## src/rtl/ldtu_sample_packer.sv

```systemverilog
// LiTe-DTU sample packer: packs baseline runs into 6-bit fields and signal samples into 13-bit
// fields, then buffers the 32-bit words in a small output FIFO with a valid/ready handshake.
module ldtu_sample_packer #(
    parameter int unsigned OFIFO_DEPTH = 4,
    parameter int unsigned OFIFO_AW    = 2
) (
    input  logic                CLK,
    input  logic                rst_b,
    input  logic [12:0]         DATA_to_enc,
    input  logic                baseline_flag,
    output logic [31:0]         DATA32,
    output logic                DATA32_valid,
    input  logic                DATA32_ready,
    output logic [OFIFO_AW:0]   fifo_level,
    output logic                fifo_overflow
);

    typedef enum logic [2:0] {
        StEmpty = 3'd0,
        StBase1 = 3'd1,
        StBase2 = 3'd2,
        StBase3 = 3'd3,
        StBase4 = 3'd4,
        StSig1  = 3'd5
    } state_e;

    localparam logic [OFIFO_AW:0] PtrOne = (OFIFO_AW+1)'(1);

    state_e              state_q, state_d;
    logic [23:0]         base_q, base_d;
    logic [12:0]         sig_q, sig_d;
    logic [3:0]          held_n;
    logic                emit;
    logic [31:0]         word;

    logic [31:0]         mem_q [OFIFO_DEPTH];
    logic [OFIFO_AW:0]   wr_ptr_q, wr_ptr_d;
    logic [OFIFO_AW:0]   rd_ptr_q, rd_ptr_d;
    logic                overflow_q, overflow_d;
    logic                empty, full, push, pop;

    always_comb begin
        held_n = 4'd0;
        unique case (state_q)
            StBase1: held_n = 4'd1;
            StBase2: held_n = 4'd2;
            StBase3: held_n = 4'd3;
            StBase4: held_n = 4'd4;
            default: held_n = 4'd0;
        endcase
    end

    // Held slots are cleared whenever a word is emitted, so unused fields are already zero.
    always_comb begin
        state_d = state_q;
        base_d  = base_q;
        sig_d   = sig_q;
        emit    = 1'b0;
        word    = '0;
        unique case (state_q)
            StEmpty: begin
                if (baseline_flag) begin
                    base_d  = {18'd0, DATA_to_enc[5:0]};
                    state_d = StBase1;
                end else begin
                    sig_d   = DATA_to_enc;
                    state_d = StSig1;
                end
            end
            StBase1, StBase2, StBase3, StBase4: begin
                if (baseline_flag && state_q == StBase4) begin
                    emit    = 1'b1;
                    word    = {2'b01, DATA_to_enc[5:0], base_q};
                    base_d  = '0;
                    state_d = StEmpty;
                end else if (baseline_flag) begin
                    base_d[6*held_n +: 6] = DATA_to_enc[5:0];
                    state_d = state_e'(state_q + 3'd1);
                end else begin
                    emit    = 1'b1;
                    word    = {4'b1101, held_n, base_q};
                    base_d  = '0;
                    sig_d   = DATA_to_enc;
                    state_d = StSig1;
                end
            end
            StSig1: begin
                emit    = 1'b1;
                word    = {6'b001010, DATA_to_enc, sig_q};
                sig_d   = '0;
                state_d = StEmpty;
            end
            default: state_d = StEmpty;
        endcase
    end

    always_ff @(posedge CLK or negedge rst_b) begin
        if (!rst_b) begin
            state_q <= StEmpty;
            base_q  <= '0;
            sig_q   <= '0;
        end else begin
            state_q <= state_d;
            base_q  <= base_d;
            sig_q   <= sig_d;
        end
    end

    // Pointers carry one extra wrap bit so full and empty are distinguishable.
    always_comb begin
        empty      = (wr_ptr_q == rd_ptr_q);
        full       = (wr_ptr_q[OFIFO_AW] != rd_ptr_q[OFIFO_AW]) &&
                     (wr_ptr_q[OFIFO_AW-1:0] == rd_ptr_q[OFIFO_AW-1:0]);
        pop        = !empty && DATA32_ready;
        push       = emit && (!full || pop);
        wr_ptr_d   = push ? wr_ptr_q + PtrOne : wr_ptr_q;
        rd_ptr_d   = pop  ? rd_ptr_q + PtrOne : rd_ptr_q;
        overflow_d = overflow_q || (emit && full && !pop);
    end

    always_ff @(posedge CLK or negedge rst_b) begin
        if (!rst_b) begin
            for (int i = 0; i < int'(OFIFO_DEPTH); i++) begin
                mem_q[i] <= '0;
            end
            wr_ptr_q   <= '0;
            rd_ptr_q   <= '0;
            overflow_q <= 1'b0;
        end else begin
            if (push) begin
                mem_q[wr_ptr_q[OFIFO_AW-1:0]] <= word;
            end
            wr_ptr_q   <= wr_ptr_d;
            rd_ptr_q   <= rd_ptr_d;
            overflow_q <= overflow_d;
        end
    end

    assign DATA32        = mem_q[rd_ptr_q[OFIFO_AW-1:0]];
    assign DATA32_valid  = !empty;
    assign fifo_level    = wr_ptr_q - rd_ptr_q;
    assign fifo_overflow = overflow_q;

endmodule
```

## config.mk

```make
export PLATFORM = sky130hd
export DESIGN_NAME = ldtu_sample_packer
export DESIGN_NICKNAME = d
export VERILOG_FILES = /design/src/rtl/ldtu_sample_packer.sv
export SDC_FILE = /design/constraint.sdc
export NUM_CORES = 1
export LEC_CHECK = 0
export CAP_MARGIN = 20
export CORE_MARGIN = 1
export CORE_UTILIZATION = 50
export DETAILED_ROUTE_END_ITERATION = 8
export PLACE_DENSITY_LB_ADDON = 0.08
export REMOVE_ABC_BUFFERS = 1
export SLEW_MARGIN = 20
export SYNTH_ARGS = -nofsm -noshare
export SYNTH_HDL_FRONTEND = slang
export SYNTH_SLANG_ARGS = --single-unit
```

## constraint.sdc

```tcl
create_clock -name CLK -period 6.7 [get_ports CLK]
set_clock_uncertainty 0.05 [all_clocks]
set_input_delay 0.67 -clock CLK [delete_from_list [all_inputs] [get_ports CLK]]
set_output_delay 0.67 -clock CLK [all_outputs]
set_load 0.005 [all_outputs]
```

======== Yosys cells after proc, flatten, opt, wreduce, memory -nomap -nowiden ========
Cells that the tools add are included.
operators by class
  add/subtract/negate cells ............... 5
  multiply operators ...................... 1
  order comparisons ....................... 3
  eq/ne operators ......................... 10
  shift-type cells ........................ 2
  muxes and demuxes ....................... 25
  bitwise operators ....................... 2
  reduce and logical (&&, ||, !) cells .... 18
operators by type and width
  cell                       count
  $mux W32                   5
  $bwmux W128                1
  $mux W24                   3
  $bmux W32 S2               1
  $demux W32 S2              1
  $pmux W32 S2               1
  $pmux W24 S2               1
  $pmux W13 S3               1
  $neg A7 Y34                1
  $shift A6 B34 Y24 const A  1
  $shiftx A6 B34 Y24         1
  $mux W13                   2
  $bwmux W24                 1
  $pmux W3 S4                1
  $add A3 B1 Y3 const B      3
  $mux W3                    3
  $logic_and A1 B1 Y1        7
  $eq A3 B2 Y1 const B       2
  $eq A3 B3 Y1 const B       2
  $ge A3 B3 Y1 const B       2
  $mul A2 B4 Y6 const A      1
  $not A2 Y3                 2
  $pmux W3 S2                1
  $ne A2 B2 Y1 const B       2
  15 further kinds           20
word-level totals
  register bits ........................... 175
  bits of input ports ..................... 17

======== Logic depth before layout (Yosys ltp) ========
Gate-level depths: netlist of the first run.
  depth in word-level cells ............... 9
  mapped depth ............................ 19
  gate-level depth less buffers ........... 16

======== Worst setup path after synthesis of the first run ========
No wires, ideal clock.
  kind .................................... reg-to-reg
  from .................................... register state_q[2]
  to ...................................... register base_q[0]
  setup time .............................. 125 ps
  data arrival time ....................... 4210 ps
  setup slack ............................. 2315 ps
  cell stages (with the launch flop) ...... 20
  cells stage by stage .................... dfrtp_1 -> buf_6 -> buf_2 -> inv_1 -> ha_1 -> clkbuf_1 -> buf_2 -> nor2_2 -> clkinv_1 -> ha_1 -> fa_1 -> nand3b_2 -> nand3_1 -> nor2_1 -> ha_1 -> nor2b_1 -> and3b_1 -> nand3_1 -> a21oi_1 -> mux2_2
between the ends
  word-level cells in the longest chain between the ends .. 9
  elaborated cells between the ends (all ways) .. 19
ends and longest elaborated chain
  element                                                         RTL line    source
  start: declaration                                              29          state_e state_q, state_d;
  start signal: assignment                                        99          state_q <= StEmpty;
  start signal: assignment                                        103         state_q <= state_d;
  $eq A3 B3 Y1, or another cell as far along                      44, 60, 71
  $pmux W3 S4                                                     44          unique case (state_q)
  $mul A2 B4 Y6                                                   77          base_d[6*held_n +: 6] = DATA_to_enc[5:0];
  $neg A7 Y34                                                     77
  $shiftx A6 B34 Y24 / $shift A6 B34 Y24 (equally long branches)  77
  $bwmux W24                                                      77
  $mux W24                                                        76          end else if (baseline_flag) begin
  $mux W24                                                        71          if (baseline_flag && state_q == StBase4) begin
  $pmux W24 S2                                                    60          unique case (state_q)
  end signal: assignment                                          104         base_q <= base_d;
  end: declaration                                                30          logic [23:0] base_q, base_d;
Several ways; a longest one is shown, not always the timed one.
A chain may end at the register's enable or synchronous reset.

======== Final worst setup path of the first run ========
  from .................................... register state_q[2]
  to ...................................... register base_q[4]
Same word-level chain as after synthesis.

==> results.cfg, run 1 <==
[yosys]
synth_cells = 798
yosys_warnings = 0
synth-edff-count = 0
synthTopCellsByArea = dfrtp_1 52%, o21ai_0 8.6%, mux4_2 8.6%, nand2_1 7.1%, ha_1 2.5%
synthFlopType = dfrtp_1
seq_area_frac_synth_pct = 52.01
yosys.cell_types.count = 64
syn_avg_cell_area_um2 = 10.55
synth_top_area_cell = dfrtp_1
ys_async_sr_fraction_pct = 100.0
syn-cell-area_mm2 = 0.008419
yosysTopAreaCellShare_pct = 52.01
ys_ff_latch = 175

[die]
io_pins = 54
num_rows = 47
die_area_mm2 = 0.01736
initial_utilization_pct = 50.95
die_y_um = 131.8
die_width_um = 131.8
core_mm2 = 0.01652

[cts]
clock_path_buffers = 2
numCtsBuffers = 17
htreeDepth = 4
clockRootBuffer = clkbuf_16
postCtsSetupRepairBufs = 0
clk_latency_ns = 0.42
cts.sinks = 175
cts_tree = done
path_clk_slew_ns = 0.07
cts_resized = 0
cts_hold_buf = 0

[routing]
ant_nets = 0
vias = 6280
wire_per_inst_um = 20.16
dr.pass1.iters = 5
routed_via_density = 5.936
drtIter0Drc = 414
wl_um = 21320
drc = 0

[worst_setup_path]
cpPeakStageDelay_ns = 0.70
crit_chain = inv_1 > ha_1 > nor2_2 > clkinv_1 > ha_1 > fa_1 > nand3b_2 > nand3_1 > nor2_1 > ha_1 > o21ai_1 > o31ai_1 > mux2_2
worstReg2RegEnd = base_q[4]
worst_setup_path_start_kind = flip-flop
path_class = reg -> reg
path_common_cell = ha_1
cp-end-kind = flip-flop
rrSetupSlack_ns = 1.41
critical_path_required_ns = 6.94
cp_max_fo = 18
critical_path_arrival_ns = 5.53
r2r_cells = 13
rr_startpoint = state_q[2]
worst_path_max_delay_cell = dfrtp_1

[cells_and_area]
diodes = 0
final_layout_size_suffix_gt1_share_pct = 11.81
fin_nets = 862
area_delta_synth_final_pct = 15.56
nFillCells = 1388
fin_util_pct = 58.88

[sta]
fin_ws_ns = 1.414
finalSetupTns_ns = 0
hold_viol_final = 0
rsz0062_at_grt = false
max_slew_margin_pct = 26.94
fin_crit_ns = 5.286
period_share_pct = 78.90
slew_violations = 0
setup_viol = 0
worst_pin_slew_ns = 1.093
fmax_mhz = 189.2

[pwr]
pwr_density_cell_mw_per_mm2 = 539.9
peakVddDrop_uv = 587.7
power.leakage_nw = 4.204

[placement]
port_buffers = 53
dp.final_hpwl_um = 14470
place_ws_ns = 1.631
place.gp.congestion = 0.9146

[global_routing]
grt_pass1_wl_um = 34880
antenna_found_initial = 0
grt_overflow = 0
grt_start_max_net_pins = 98
grt_usage_pct = 26.17
grt_pass1_vias = 6482

[run_status]
status = complete, no violations

[run]
cap_viol_max_count = 0

[min_path]
hold_path_class = in -> async
how the worst max path moves through the flow:
stage / startpoint / to
floorplan: state_q[2] / base_q[0]
global placement: state_q[2] / base_q[5]
detailed placement: state_q[2] / base_q[5]
CTS: state_q[2] / base_q[4]
global route: state_q[2] / base_q[5]
finish: state_q[2] / base_q[4]
Yosys cell counts, types with 6 or more instances:
cell type	n
a21o_1	8
a21oi_1	11
a22o_1	15
a22oi_1	25
buf_2	6
clkbuf_1	42
dfrtp_1	175
ha_1	17
inv_1	15
mux4_2	32
nand2_1	159
nand3_1	13
nor2_1	12
nor3_1	9
o21ai_0	144
o31ai_1	6
or3_1	6
xnor2_1	6
flip-flops by register name, indices dropped and copies added (netlist names):
register,count
base_q,24
fifo_overflow,1
mem_q,128
rd_ptr_q,3
sig_q,13
state_q,3
wr_ptr_q,3
kinds of logic (layout without fill, tap and decap cells):
group                      count (synthesis)  in the layout  share of synthesized area (%)
AOI/OAI and AO/OA                        257            257                          19.22
xor gates and xnor gates                   6              6                         0.6242
adders and majority gates                 19             19                          3.002
buffers and inverters                     74            114                          3.611
DFF                                      175            175                          52.01
muxes                                     42             42                          9.823
and+or+nand+nor                          225            225                          11.71
cells in the final DEF (no fill, tap or decap), types with 4 or more instances in the layout:
cell type        instances
a211oi_1                 4
a21o_1                   8
a21oi_1                 11
a22o_1                  15
a22oi_1                 25
buf_4                   10
clkbuf_16               17
clkdlybuf4s50_1         52
dfrtp_1                174
ha_1                    17
inv_1                   15
inv_6                    4
mux2_2                   5
mux2i_1                  5
mux4_2                  32
nand2_1                155
nand2_2                  4
nand2b_1                 4
nand3_1                 13
nand4b_1                 5
nor2_1                  12
nor3_1                   9
o211ai_1                 4
o21ai_0                144
o22ai_1                  5
o31ai_1                  6
o41ai_1                  4
or3_1                    6
xnor2_1                  6
stage by stage:
stage                     total power, mW  hold slack, ns  instance area, um^2  cells
after floorplan                     3.193          0.3244                 8183    742
after global placement              4.136          0.4019                 9084   1025
after detailed placement            4.243          0.4071                 9124   1027
after CTS                           5.278          0.3222                 9729   1058
after global routing                5.614          0.3536                 9729   1058
final                               5.253          0.2865                 9729   1058
report_power, final:
group / internal [mW] / switching [mW]
clock: 0.594 / 0.423
combinational: 1.05 / 1.55
sequential: 1.43 / 0.209
metal layers:
layer	GRT usage [%]	wire length, um
met1	35.69	9652
met2	42.86	10430
met3	4.575	814
met4	8.333	428
met5	0	0
worst max-delay path, delay by kind of cell, from the launching register on:
family	cells	cell delay, ns
AOI/OAI and AO/OA	2	0.85
adders and majority gates	4	1.76
and+or+nand+nor	4	0.96
muxes	1	0.39
DFF	1	0.70
buffers and inverters	2	0.45
cell type report:
type | count | area (um^2) | area share (%)
clock buffer | 17 | 425.4 | 4.372
clock inverter | 14 | 180.2 | 1.852
inverter | 18 | 67.56 | 0.6944
multi-input combinational | 549 | 3754 | 38.58
sequential | 175 | 4380 | 45.02
tap | 220 | 275.3 | 2.829
timing repair buffer | 65 | 646.9 | 6.649
(Power assumes the default switching activity.)
==> run 2: changes to the inputs <==
Clock period 6.7 ns to 5.25 ns, I/O delays scaled along.
==> run 2 against run 1 <==
Combinational power up 30%. Non-clock buffer count up 6. Utilization up 0.30 points. Worst setup slack worse by 0.50 ns. Clock-buffer cell count up 1. Critical path type unchanged.
==> results.cfg, run 2 (same netlist as run 1, synthesis figures left out) <==
[cells_and_area]
reg.largest.list = mem_q (128), base_q (24), sig_q (13)
most-common-layout-cells = 174 x dfrtp_1, 155 x nand2_1, 144 x o21ai_0, 52 x clkdlybuf4s50_1, 32 x mux4_2
final_common_cell = dfrtp_1
diodes = 0
largest_register_ffs = 128
fin_nets = 868
regMostFlops = mem_q
area_delta_synth_final_pct = 16.14
nFillCells = 1382
final_layout_size_suffix_gt1_share_pct = 12.43

[sta]
slew_violations = 0
rsz0062_at_grt = false
fmax_mhz = 230.7
fin_crit_ns = 4.335
fin_ws_ns = 0.9153
period_share_pct = 82.57
setup_viol = 0
max_slew_margin_pct = 20.43
finalSetupTns_ns = 0
worst_pin_slew_ns = 1.191
hold_viol_final = 0

[cts]
cts_hold_buf = 0
postCtsSetupRepairBufs = 0
cts_tree = done
numCtsBuffers = 17
htreeDepth = 4
path_clk_slew_ns = 0.07
clockRootBuffer = clkbuf_16
clk_latency_ns = 0.43
cts.sinks = 175
cts_resized = 0
clock_path_buffers = 2

[worst_setup_path]
cp-end-kind = flip-flop
rr_startpoint = state_q[0]
critical_path_required_ns = 5.47
critical_path_arrival_ns = 4.55
cp-startpoint = state_q[0]
rrSetupSlack_ns = 0.92
path_class = reg -> reg
r2r_cells = 15
worst_setup_path_start_kind = flip-flop
cp_max_fo = 16
critical_path.endpoint = base_q[6]
worstReg2RegEnd = base_q[6]

[placement]
port_buffers = 53
dp.final_hpwl_um = 14280
place.gp.congestion = 0.9211
place_ws_ns = 0.9962

[die]
die_y_um = 131.8
num_rows = 47
die_area_mm2 = 0.01736
core_mm2 = 0.01652
initial_utilization_pct = 50.95
die_width_um = 131.8
io_pins = 54

[global_routing]
grt_usage_pct = 26.43
grt_pass1_vias = 6502
antenna_found_initial = 0
grt_overflow = 0
grt_start_max_net_pins = 176
grt_pass1_wl_um = 35190

[routing]
vias = 6391
drc = 0
routed_via_density = 6.001
dr.pass1.iters = 5
drtIter0Drc = 465
wl_um = 21560
wire_per_inst_um = 20.25
ant_nets = 0

[pwr]
peakVddDrop_uv = 734.3
power.leakage_nw = 4.226
pwr_density_cell_mw_per_mm2 = 687.1

[run]
cap_viol_max_count = 0

[run_status]
status = complete, no violations

[min_path]
hold_path_class = in -> async
[run 2: changes by cell type in the layout (fill, tap and decap cells not counted)]
cell	change
inv_8	-2
clkinv_2	-1
bufinv_16	-1
buf_12	+1
inv_6	-2
clkinv_8	+1
nand2_4	+1
clkinvlp_4	+2
clkbuf_1	+1
nand2_2	-1
buf_4	+5
clkinv_4	+3
[run 2: stage by stage]
| stage | hold slack (ns) | instance area [um^2] | instances | utilization [%] | power [mW] |
|---|---|---|---|---|---|
| detailed placement | 0.4052 | 9186 | 1033 | 55.59 | 5.464 |
| global route | 0.2607 | 9778 | 1065 | 59.17 | 7.174 |
| CTS | 0.2595 | 9778 | 1065 | 59.17 | 6.744 |
| floorplan | 0.1794 | 8183 | 742 | - | 4.075 |
| global placement | 0.4023 | 9141 | 1031 | 55.32 | 5.319 |
| finish | 0.1573 | 9778 | 1065 | 59.17 | 6.718 |
[run 2: worst max-delay path, stage by stage, from the launching register on]
cell,delay (ns)
dfrtp_1,0.42
ha_1,0.23
ha_1,0.41
nor2_2,0.22
clkinv_1,0.10
ha_1,0.32
fa_1,0.46
nand3b_2,0.28
nand3_1,0.15
nor2_1,0.06
ha_1,0.42
o21ai_1,0.24
buf_4,0.23
o31a_1,0.25
o21ai_0,0.21
o41ai_1,0.12
[run 2: cell type report]
type                       count  area (um^2)  area share, %
clock inverter                14        162.7          1.663
tap                          220        275.3          2.815
sequential                   175         4380          44.80
multi-input combinational    549         3759          38.44
clock buffer                  18        429.2          4.389
timing repair buffer          71        704.4          7.204
inverter                      18        67.56         0.6910
[run 2: report_power, final]
| group | leakage, nW | switching, mW | internal (mW) |
|---|---|---|---|
| clock network | 0.284 | 0.551 | 0.709 |
| logic | 1.61 | 2.00 | 1.38 |
| registers | 2.33 | 0.257 | 1.83 |
| total | 4.23 | 2.80 | 3.91 |
[run 2: how the worst min path moves through the flow]
| stage | startpoint | endpoint | slack, ns | depth (start not counted) |
|---|---|---|---|---|
| 2_1_floorplan | rst_b | base_q[0] | 0.18 | 0 |
| 3_3_place_gp | fifo_overflow | fifo_overflow | 0.40 | 1 |
| 3_5_place_dp | fifo_overflow | fifo_overflow | 0.41 | 1 |
| 4_1_cts | rst_b | mem_q[117] | 0.26 | 2 |
| 5_1_grt | rst_b | mem_q[117] | 0.26 | 2 |
| 6_report | rst_b | mem_q[117] | 0.16 | 2 |
[run 2: routing by layer]
layer  GRT usage (%)  up-vias  routed length, um
met1           36.81     3206               9647
met2           41.65      197              10460
li1                -     2954                  -
met3           5.190       34               1024
met4           9.238        0                436
met5               0        -                  0
==> run 3: changes to the inputs <==
Clock period 5.25 ns to 4.5 ns, I/O delays scaled along.
==> run 3 against run 2 <==
The run now ends with hold timing left. Utilization down 0.068 points. Sequential cell count unchanged. Via count shrank 0.31%. Wire length grew 0.76%. Sequential share of layout area increased by 0.052 points. Final cell count grew 0.66%. Global-route usage grew 0.17 points. Total power rose by 16%. Clock-buffer cell count is 1 higher. Critical path depth down 2. Combinational power increased by 17%. Clock power up 12%.
==> results.cfg, run 3 (same netlist as run 1, synthesis figures left out) <==
[global_routing]
grt_pass1_wl_um = 35540
grt_usage_pct = 26.60
antenna_found_initial = 0
grt_overflow = 0
grt_start_max_net_pins = 76
grt_pass1_vias = 6501

[worst_setup_path]
path_class = reg -> reg
worst_setup_path_start_kind = flip-flop
critical_path_required_ns = 4.76
cp_max_fo = 9
cp-end-kind = flip-flop
critical_path_arrival_ns = 4.38

[die]
num_rows = 47
die_y_um = 131.8
io_pins = 54
die_width_um = 131.8
die_area_mm2 = 0.01736
core_mm2 = 0.01652
initial_utilization_pct = 50.95

[cells_and_area]
fin_area_mm2 = 0.009767
final_layout_size_suffix_gt1_share_pct = 13.38
most-common-layout-cells = 174 x dfrtp_1, 154 x nand2_1, 144 x o21ai_0, 52 x clkdlybuf4s50_1, 32 x mux4_2
diodes = 0
largest_register_ffs = 128
area_delta_synth_final_pct = 16.01
regMostFlops = mem_q
final_common_cell = dfrtp_1
reg.largest.list = mem_q (128), base_q (24), sig_q (13)
fin_nets = 877

[routing]
wl_um = 21730
wire_per_inst_um = 20.27
vias = 6371
routed_via_density = 5.943
ant_nets = 0
drc = 0
dr.pass1.iters = 5
drtIter0Drc = 327

[cts]
cts_resized = 0
cts_tree = done
cts_hold_buf = 0
clock_path_buffers = 2
cts.sinks = 175
postCtsSetupRepairBufs = 0
clk_latency_ns = 0.43
htreeDepth = 4
clockRootBuffer = clkbuf_16
path_clk_slew_ns = 0.07
numCtsBuffers = 17

[placement]
place.gp.congestion = 0.9269
dp.final_hpwl_um = 15050
dpl_cell_area_mm2 = 0.009215
port_buffers = 53

[pwr]
fin_total_pwr_mw = 7.783
pwr_density_cell_mw_per_mm2 = 796.8
power.leakage_nw = 4.233
peakVddDrop_uv = 565.7

[run]
cap_viol_max_count = 0

[sta]
rsz0062_at_grt = false
finalSetupTns_ns = 0
max_slew_margin_pct = 40.77
slew_violations = 0
fmax_mhz = 242.8
setup_viol = 0
worst_pin_slew_ns = 0.8884
hold_viol_final = 10
hold_ws_ns = -0.02462
fin_crit_ns = 4.119
period_share_pct = 91.53

[run_status]
violations = hold timing
status = finished with violations

[min_path]
hold_path_class = in -> async
run 3: routing by layer:
metal  track usage (%)  share of wire, %  vias up
met2             43.56                49      150
met3             4.844               4.3       22
li1                  -                 -     2963
met4             7.106               1.6        0
met1             36.65                46     3236
met5                 0                 0        -
run 3: worst paths after layout:
check	depth (start not counted)	endpoint	slack [ns]	from
max in group asynchronous	2	rd_ptr_q[0]	3.30	rst_b
max reg2reg	13	base_q[17]	0.38	state_q[0]
max	13	base_q[17]	0.38	state_q[0]
min in group CLK	2	mem_q[43]	0.43	mem_q[43]
min	1	mem_q[85]	-0.02	rst_b
min reg2reg	2	mem_q[43]	0.43	mem_q[43]
run 3: stage by stage:
stage	util (%)	std cells	setup slack (ns)
after detailed placement	55.77	1042	0.4302
final	59.11	1072	0.3811
after floorplan	-	742	0.1885
after CTS	59.09	1072	0.4055
after global routing	59.11	1072	0.1480
after global placement	55.77	1042	0.4874
run 3: where the power goes:
part / leakage [nW] / internal (mW) / switching [mW] / total [mW]
Sequential: 2.33 / 2.13 / 0.296 / 2.43
Combinational: 1.63 / 1.62 / 2.32 / 3.95
Clock: 0.268 / 0.778 / 0.629 / 1.41
Total: 4.23 / 4.54 / 3.25 / 7.78
run 3: final cells by class:
cell class                      instances  area, um^2
Clock buffer                           19       442.9
Clock inverter                         11       106.4
Inverter                               18       67.56
Timing Repair Buffer                   80       734.5
Sequential cell                       175        4380
Fill cell                            1385        6758
Multi-Input combinational cell        549        3760
Tap cell                              220       275.3
run 3: critical path, cell delays in order (launching register included):
cell       delay (ns)
dfrtp_1          0.39
inv_1            0.08
ha_1             0.24
nor2b_1          0.18
nor2_2           0.36
inv_2            0.07
ha_1             0.22
fa_1             0.51
or2_1            0.31
a2111oi_4        0.46
or2_1            0.36
nand2_4          0.10
or3_1            0.40
a32o_1           0.27
